--- src/rtl/reg_bus_pkg.sv ---
// ---------------------------------------------------------------------------
// reg_bus_pkg
// Shared definitions for the register-bus master bridge:
//   - bridge_state_e : FSM state encoding (IDLE, WRITE, READ, RESP)
//   - READ_LATENCY_MIN / READ_LATENCY_MAX : legal range of the read strobe length
//   - LAT_CNT_W : width of the read-latency down-counter
//   - read_latency_ok() : range check used at elaboration time
// ---------------------------------------------------------------------------
package reg_bus_pkg;

   typedef enum logic [1:0] {
      ST_IDLE  = 2'd0,
      ST_WRITE = 2'd1,
      ST_READ  = 2'd2,
      ST_RESP  = 2'd3
   } bridge_state_e;

   localparam int READ_LATENCY_MIN = 1;
   localparam int READ_LATENCY_MAX = 15;

   // Wide enough to hold READ_LATENCY_MAX - 1.
   localparam int LAT_CNT_W = 4;

   function automatic bit read_latency_ok(input int lat);
      return (lat >= READ_LATENCY_MIN) && (lat <= READ_LATENCY_MAX);
   endfunction

endpackage

--- src/rtl/reg_bus_master_bridge_if.sv ---
// ---------------------------------------------------------------------------
// reg_bus_master_bridge_if
// Groups the request/response handshake and the register-bus signals.
//   request  : req_valid, req_ready, req_write, req_addr, req_wdata
//   response : rsp_valid, rsp_ready, rsp_write, rsp_rdata
//   reg bus  : address, write_enable, write_data, read_enable, read_data
// Modports:
//   master : the bridge view (accepts requests, drives the register bus)
//   slave  : the environment view (issues requests, serves the register bus)
// ---------------------------------------------------------------------------
interface reg_bus_master_bridge_if #(
   parameter int ADDR_W  = 33,
   parameter int WDATA_W = 33,
   parameter int RDATA_W = 21
);
   logic               req_valid;
   logic               req_ready;
   logic               req_write;
   logic [ADDR_W-1:0]  req_addr;
   logic [WDATA_W-1:0] req_wdata;

   logic               rsp_valid;
   logic               rsp_ready;
   logic               rsp_write;
   logic [RDATA_W-1:0] rsp_rdata;

   logic [ADDR_W-1:0]  address;
   logic               write_enable;
   logic [WDATA_W-1:0] write_data;
   logic               read_enable;
   logic [RDATA_W-1:0] read_data;

   modport master (
      input  req_valid, req_write, req_addr, req_wdata, rsp_ready, read_data,
      output req_ready, rsp_valid, rsp_write, rsp_rdata,
             address, write_enable, write_data, read_enable
   );

   modport slave (
      output req_valid, req_write, req_addr, req_wdata, rsp_ready, read_data,
      input  req_ready, rsp_valid, rsp_write, rsp_rdata,
             address, write_enable, write_data, read_enable
   );

endinterface

--- src/rtl/reg_bus_master_bridge_sat_counter.sv ---
// ---------------------------------------------------------------------------
// sat_counter
// Saturating up-counter: increments on inc, sticks at all-ones, never wraps.
//   clock : rising-edge clock
//   reset : asynchronous active-low reset, clears the count
//   inc   : increment request for this cycle
//   count : current (registered) count, W bits
// ---------------------------------------------------------------------------
module sat_counter #(
   parameter int W = 16
) (
   input  logic         clock,
   input  logic         reset,
   input  logic         inc,
   output logic [W-1:0] count
);

   logic [W-1:0] count_r;

   // Count up on inc unless already saturated.
   always_ff @(posedge clock or negedge reset) begin
      if (!reset) begin
         count_r <= '0;
      end else if (inc && (count_r != {W{1'b1}})) begin
         count_r <= count_r + W'(1);
      end else begin
         count_r <= count_r;
      end
   end

   assign count = count_r;

endmodule

--- src/rtl/reg_bus_master_bridge.sv ---
// ---------------------------------------------------------------------------
// reg_bus_master_bridge
// Turns one valid/ready request at a time into a register-bus write strobe
// (1 cycle) or read strobe (READ_LATENCY cycles), then returns a valid/ready
// response. All outputs come from registers.
//   clock    : rising-edge clock
//   reset    : asynchronous active-low reset; aborts any transaction
//   bus      : request, response and register-bus signals (master modport)
//   busy     : FSM is not IDLE
//   wr_count : completed writes, saturating
//   rd_count : completed reads, saturating
// ---------------------------------------------------------------------------
module reg_bus_master_bridge
   import reg_bus_pkg::*;
#(
   parameter int ADDR_W       = 33,
   parameter int WDATA_W      = 33,
   parameter int RDATA_W      = 21,
   parameter int READ_LATENCY = 1,
   parameter int CNT_W        = 16
) (
   input  logic                   clock,
   input  logic                   reset,
   reg_bus_master_bridge_if.master bus,
   output logic                   busy,
   output logic [CNT_W-1:0]       wr_count,
   output logic [CNT_W-1:0]       rd_count
);

   if (!read_latency_ok(READ_LATENCY)) begin : g_bad_read_latency
      $error("reg_bus_master_bridge: READ_LATENCY=%0d outside %0d..%0d",
             READ_LATENCY, READ_LATENCY_MIN, READ_LATENCY_MAX);
   end

   // Down-counter load value: the last READ cycle is the one where it reads 0.
   localparam logic [LAT_CNT_W-1:0] LAT_LOAD = LAT_CNT_W'(READ_LATENCY - 1);

   bridge_state_e        state_r;
   logic [LAT_CNT_W-1:0] lat_cnt_r;
   logic                 req_ready_r;
   logic [ADDR_W-1:0]    address_r;
   logic [WDATA_W-1:0]   write_data_r;
   logic                 write_enable_r;
   logic                 read_enable_r;
   logic                 rsp_valid_r;
   logic                 rsp_write_r;
   logic [RDATA_W-1:0]   rsp_rdata_r;
   logic                 busy_r;

   logic                 wr_done_s;
   logic                 rd_done_s;

   // Bridge FSM with all outputs registered alongside the state.
   always_ff @(posedge clock or negedge reset) begin
      if (!reset) begin
         state_r        <= ST_IDLE;
         lat_cnt_r      <= '0;
         req_ready_r    <= 1'b0;
         address_r      <= '0;
         write_data_r   <= '0;
         write_enable_r <= 1'b0;
         read_enable_r  <= 1'b0;
         rsp_valid_r    <= 1'b0;
         rsp_write_r    <= 1'b0;
         rsp_rdata_r    <= '0;
         busy_r         <= 1'b0;
      end else begin
         case (state_r)
            ST_IDLE: begin
               // req_ready_r is low only in the first cycle out of reset.
               req_ready_r <= 1'b1;
               if (bus.req_valid && req_ready_r) begin
                  req_ready_r <= 1'b0;
                  busy_r      <= 1'b1;
                  address_r   <= bus.req_addr;
                  if (bus.req_write) begin
                     state_r        <= ST_WRITE;
                     write_enable_r <= 1'b1;
                     write_data_r   <= bus.req_wdata;
                  end else begin
                     state_r       <= ST_READ;
                     read_enable_r <= 1'b1;
                     lat_cnt_r     <= LAT_LOAD;
                  end
               end
            end
            ST_WRITE: begin
               state_r        <= ST_RESP;
               write_enable_r <= 1'b0;
               rsp_valid_r    <= 1'b1;
               rsp_write_r    <= 1'b1;
               rsp_rdata_r    <= '0;
            end
            ST_READ: begin
               if (lat_cnt_r == '0) begin
                  // Last read cycle: the slave's combinational data is valid now.
                  state_r       <= ST_RESP;
                  read_enable_r <= 1'b0;
                  rsp_valid_r   <= 1'b1;
                  rsp_write_r   <= 1'b0;
                  rsp_rdata_r   <= bus.read_data;
               end else begin
                  lat_cnt_r <= lat_cnt_r - LAT_CNT_W'(1);
               end
            end
            ST_RESP: begin
               // req_ready_r stays low here, so no request is taken on the
               // handshake cycle; it rises as the FSM returns to IDLE.
               if (bus.rsp_ready) begin
                  state_r     <= ST_IDLE;
                  rsp_valid_r <= 1'b0;
                  rsp_write_r <= 1'b0;
                  rsp_rdata_r <= '0;
                  busy_r      <= 1'b0;
                  req_ready_r <= 1'b1;
               end
            end
            default: begin
               state_r        <= ST_IDLE;
               write_enable_r <= 1'b0;
               read_enable_r  <= 1'b0;
               rsp_valid_r    <= 1'b0;
               rsp_write_r    <= 1'b0;
               rsp_rdata_r    <= '0;
               busy_r         <= 1'b0;
               req_ready_r    <= 1'b0;
            end
         endcase
      end
   end

   assign wr_done_s = rsp_valid_r & bus.rsp_ready & rsp_write_r;
   assign rd_done_s = rsp_valid_r & bus.rsp_ready & ~rsp_write_r;

   sat_counter #(.W(CNT_W)) u_wr_counter (
      .clock (clock),
      .reset (reset),
      .inc   (wr_done_s),
      .count (wr_count)
   );

   sat_counter #(.W(CNT_W)) u_rd_counter (
      .clock (clock),
      .reset (reset),
      .inc   (rd_done_s),
      .count (rd_count)
   );

   assign bus.req_ready    = req_ready_r;
   assign bus.address      = address_r;
   assign bus.write_enable = write_enable_r;
   assign bus.write_data   = write_data_r;
   assign bus.read_enable  = read_enable_r;
   assign bus.rsp_valid    = rsp_valid_r;
   assign bus.rsp_write    = rsp_write_r;
   assign bus.rsp_rdata    = rsp_rdata_r;
   assign busy             = busy_r;

endmodule

--- src/flat_wrapper.sv ---
// flat-port wrapper written by rule: the top's interface ports become plain ports
module reg_bus_master_bridge_flat import reg_bus_pkg::*;
#(
   parameter int ADDR_W       = 33,
   parameter int WDATA_W      = 33,
   parameter int RDATA_W      = 21,
   parameter int READ_LATENCY = 1,
   parameter int CNT_W        = 16
)
  (clock, reset, busy, wr_count, rd_count, bus_req_valid, bus_req_write, bus_req_addr, bus_req_wdata, bus_rsp_ready, bus_read_data, bus_req_ready, bus_rsp_valid, bus_rsp_write, bus_rsp_rdata, bus_address, bus_write_enable, bus_write_data, bus_read_enable);
  reg_bus_master_bridge_if #(.ADDR_W(ADDR_W), .WDATA_W(WDATA_W), .RDATA_W(RDATA_W)) bus_i ();
  input  logic clock;
  input  logic reset;
  output logic busy;
  output logic [CNT_W-1:0] wr_count;
  output logic [CNT_W-1:0] rd_count;
  input wire logic [$bits(bus_i.req_valid)-1:0] bus_req_valid;
  input wire logic [$bits(bus_i.req_write)-1:0] bus_req_write;
  input wire logic [$bits(bus_i.req_addr)-1:0] bus_req_addr;
  input wire logic [$bits(bus_i.req_wdata)-1:0] bus_req_wdata;
  input wire logic [$bits(bus_i.rsp_ready)-1:0] bus_rsp_ready;
  input wire logic [$bits(bus_i.read_data)-1:0] bus_read_data;
  output wire logic [$bits(bus_i.req_ready)-1:0] bus_req_ready;
  output wire logic [$bits(bus_i.rsp_valid)-1:0] bus_rsp_valid;
  output wire logic [$bits(bus_i.rsp_write)-1:0] bus_rsp_write;
  output wire logic [$bits(bus_i.rsp_rdata)-1:0] bus_rsp_rdata;
  output wire logic [$bits(bus_i.address)-1:0] bus_address;
  output wire logic [$bits(bus_i.write_enable)-1:0] bus_write_enable;
  output wire logic [$bits(bus_i.write_data)-1:0] bus_write_data;
  output wire logic [$bits(bus_i.read_enable)-1:0] bus_read_enable;
  assign bus_i.req_valid = bus_req_valid;
  assign bus_i.req_write = bus_req_write;
  assign bus_i.req_addr = bus_req_addr;
  assign bus_i.req_wdata = bus_req_wdata;
  assign bus_i.rsp_ready = bus_rsp_ready;
  assign bus_i.read_data = bus_read_data;
  assign bus_req_ready = bus_i.req_ready;
  assign bus_rsp_valid = bus_i.rsp_valid;
  assign bus_rsp_write = bus_i.rsp_write;
  assign bus_rsp_rdata = bus_i.rsp_rdata;
  assign bus_address = bus_i.address;
  assign bus_write_enable = bus_i.write_enable;
  assign bus_write_data = bus_i.write_data;
  assign bus_read_enable = bus_i.read_enable;
  reg_bus_master_bridge #(.ADDR_W(ADDR_W), .WDATA_W(WDATA_W), .RDATA_W(RDATA_W), .READ_LATENCY(READ_LATENCY), .CNT_W(CNT_W)) u_core (.clock(clock), .reset(reset), .bus(bus_i), .busy(busy), .wr_count(wr_count), .rd_count(rd_count));
endmodule
--- config.mk ---
export PLATFORM = sky130hd
export DESIGN_NAME = reg_bus_master_bridge_flat
export DESIGN_NICKNAME = d
export VERILOG_FILES = /design/src/rtl/reg_bus_pkg.sv /design/src/rtl/reg_bus_master_bridge_if.sv /design/src/rtl/reg_bus_master_bridge_sat_counter.sv /design/src/rtl/reg_bus_master_bridge.sv /design/src/flat_wrapper.sv
export SDC_FILE = /design/constraint.sdc
export NUM_CORES = 1
export LEC_CHECK = 0
export CELL_PAD_IN_SITES_DETAIL_PLACEMENT = 0
export CELL_PAD_IN_SITES_GLOBAL_PLACEMENT = 1
export CORE_UTILIZATION = 36
export CTS_BUF_LIST = sky130_fd_sc_hd__clkbuf_16
export DETAILED_ROUTE_END_ITERATION = 16
export PLACE_DENSITY = 0.89
export SLEW_MARGIN = 20
export SYNTH_ARGS = -nofsm -noshare
export SYNTH_HDL_FRONTEND = slang
export SYNTH_SLANG_ARGS = --single-unit
--- constraint.sdc ---
create_clock -name clock -period 4.4 [get_ports clock]
set_input_delay 0.44 -clock clock [delete_from_list [all_inputs] [get_ports clock]]
set_output_delay 0.44 -clock clock [all_outputs]
set_load 0.02 [all_outputs]
==> impl_metrics.py <==
metrics = {
    "run_status": {
        "status": "finished, final reports clean",
    },
    "logic_synthesis": {
        "synth.most_common_cell": "dfrtp_1",
        "synth_top_area_cell": "dfrtp_1",
        "yosys.area.top_type_share_pct": 59.5,
        "synth_warnings": 0,
        "yosysUniqueCellTypes": 48,
        "synth_ff_type": "dfrtp_1",
        "synthesis.nets": 542,
        "yosys_register_bits": 131,
        "netlist_area_um2": 5510,
        "synth_seq_area_share_pct": 59.5,
        "ys_async_sr_fraction_pct": 100,
        "ys_top_cells_by_area": "dfrtp_1, mux2_2, nand2_1",
        "synthTopCellsByCount": "dfrtp_1, mux2_2, nand2_1",
        "syn_inst": 442,
        "synth_edf_count": 0,
        "synth_area_per_cell_um2": 12.5,
    },
    "die": {
        "initial_core_util_pct": 37.3,
        "core_area_um2": 14800,
        "dieArea_um2": 15800,
        "io_pins": 217,
        "die_x_um": 126,
        "die_h_um": 126,
        "rows": 44,
    },
    "power_and_ir_drop": {
        "vdd_drop_max_mv": 0.418,
        "power.density_nw_per_um2": 732,
        "p_leak_nw": 3.64,
    },
    "global_route": {
        "antenna_found_initial": 0,
        "grt_first_pass_wirelength_um": 22000,
        "grt_remaining_overflow": 0,
        "grt_max_degree": 47,
        "grt_pass1_vias": 4459,
        "grt.total_usage_pct": 17.5,
    },
    "detailed_routing": {
        "dr.pass1.iters": 4,
        "dr_total_vias": 4234,
        "first_iter_violations": 142,
        "vias_per_cell": 4.90,
        "route.detailed.drc": 0,
        "antenna_left": 0,
        "wl_um": 13100,
        "routedWlPerCell_um": 15.1,
    },
    "setup_path": {
        "startpoint_type": "flip-flop",
        "path_class": "flip-flop to flip-flop",
        "r2r_start": "u_core.state_r[1]",
        "endpoint": "u_core.lat_cnt_r[2]",
        "ff2ff_path_depth": 6,
        "cp_slowest_cell": "nand3_2",
        "arrival_ns": 2.98,
        "max_stage_delay_ns": 0.73,
        "rr_endpoint": "u_core.lat_cnt_r[2]",
        "rrSetupSlack_ns": 1.73,
        "crit_required_ns": 4.71,
        "crit_start": "u_core.state_r[1]",
        "critPathCaptureType": "flip-flop",
        "path_max_fanout": 35,
        "path_cells": "inv_1, ha_1, nand3_2, a2bb2oi_1, or2_2, o21ai_0",
    },
    "finish": {
        "final_util_pct": 57.5,
        "num-nets-final": 767,
        "syn2layout_area_growth_pct": 54.0,
        "drive_above_1_share_pct": 17.1,
        "antenna_cells": 0,
    },
    "placed_design": {
        "hpwlAfterDp_um": 9600,
        "gp_congestion": 0.783,
        "place_ws_ns": 1.62,
        "portBuffers": 216,
    },
    "clocking": {
        "cts_tree": "done",
        "postCtsSetupBuffers": 0,
        "htreeDepth": 4,
        "cts_resized": 0,
        "clk_pin_slew_ns": 0.06,
        "clockBufferDepth": 2,
        "clk_latency_ns": 0.41,
        "cts_sinks": 131,
        "ctsRootBufferMaster": "clkbuf_16",
        "hold_buffers": 0,
        "cts_buffers": 17,
    },
    "timing": {
        "rsz0062_at_grt": "false",
        "finalCritPeriodShare_pct": 60.7,
        "setup_violations": 0,
        "drv_slew": 0,
        "relSlewSlack_pct": 43.6,
        "finalCriticalPeriod_ns": 2.67,
        "finClkSkew_ns": 0.00615,
        "worst_pin_slew_ns": 0.846,
        "final.setup.tns_ns": 0,
        "setup_ws_ns": 1.73,
        "fmax_ghz": 0.374,
        "hold_viol_final": 0,
    },
    "hold_path": {
        "hold_path.class": "primary input to asynchronous set/reset pin",
    },
    "job": {
        "max-cap-violations": 0,
    },
}
worst min path at each step:
stage               depth (start not counted)  slack, ns                    start                       endpoint
floorplan                                   0       0.14                    reset          u_core.bus.address[0]
global placement                            1       0.46                    reset  u_core.u_rd_counter.count[11]
detailed placement                          2       0.47  u_core.bus.rsp_rdata[1]        u_core.bus.rsp_rdata[1]
CTS                                         1       0.03                    reset  u_core.u_rd_counter.count[11]
global route                                1       0.06                    reset  u_core.u_rd_counter.count[14]
finish                                      1       0.01                    reset   u_core.u_rd_counter.count[9]
stage by stage:
step                instances  hold WS [ns]  power (mW)  cell area [µm²]
global route              864        0.0610        6.57             8490
floorplan                 442         0.144        3.47             5510
global placement          832         0.462        4.69             7870
CTS                       864        0.0284        6.29             8490
finish                    864        0.0117        6.22             8490
detailed placement        832         0.470        4.79             7870
worst max-delay path: cells and delay by family (launching register included):
kind            cells  cell delay [ns]
compound gates      2             0.62
fa+ha+maj           1             0.38
buf+inv             1             0.11
flops               1             0.40
simple gates        2             1.08
cells by family (layout without fill, tap and decap cells):
kind of cell    count (synthesis)  after routing  share of synthesized area [%]
compound gates                 49             49                           6.02
xor+xnor                       27             27                           4.29
fa+ha+maj                       8              8                           1.82
buf+inv                        25            263                           1.84
flops                         131            131                           59.5
mux                            70             70                           14.4
simple gates                  132            132                           12.2
metal layers:
metal  global-route usage, %  up-vias  share of wire [%]
met5                       0        -                  0
met4                    4.95        0               0.91
met3                    6.33       13                6.7
met2                    30.1      129                 51
met1                    20.6     2089                 41
li1                        -     2003                  -
report_power, final:
group	switching, mW	internal, mW	leakage (nW)
logic	1.35	1.35	1.70
clock network	0.521	0.942	0.297
registers	0.342	1.71	1.65
final cells by class:
type / instances / area (µm²)
Inverter: 11 / 41.3
Clock buffer: 17 / 425
Tap cell: 184 / 230
Multi-Input combinational cell: 286 / 2130
Clock inverter: 15 / 191
Sequential cell: 131 / 3280
Fill cell: 1232 / 6270
Timing Repair Buffer: 220 / 2190
state kept, by name, indices dropped and copies added (netlist names):
register                   cells
u_core.bus.address            33
u_core.bus.write_data         33
u_core.bus.rsp_rdata          21
u_core.u_rd_counter.count     16
u_core.u_wr_counter.count     16
u_core.lat_cnt_r               4
u_core.state_r                 2
u_core.bus.read_enable         1
u_core.bus.req_ready           1
u_core.bus.rsp_valid           1
u_core.bus.rsp_write           1
u_core.bus.write_enable        1
u_core.busy                    1
placed cells by master (no fill, tap or decap), types with 3 or more instances in the layout:
cell type        instances
dfrtp_1                131
ha_1                     8
nand3_1                 15
xor2_1                  18
nor4_1                   5
nand2_1                 60
nand4_1                  8
bufinv_16                4
mux2_2                  68
inv_1                   12
xnor2_1                  9
nor2_1                  13
buf_4                    5
clkdlybuf4s50_1        215
o21ai_0                 31
clkinv_2                 3
and3_1                   3
clkbuf_16               17
clkinvlp_4               3
nor3_1                  10
clkinv_4                 3
Note: power is estimated with default switching activity, not from simulation.
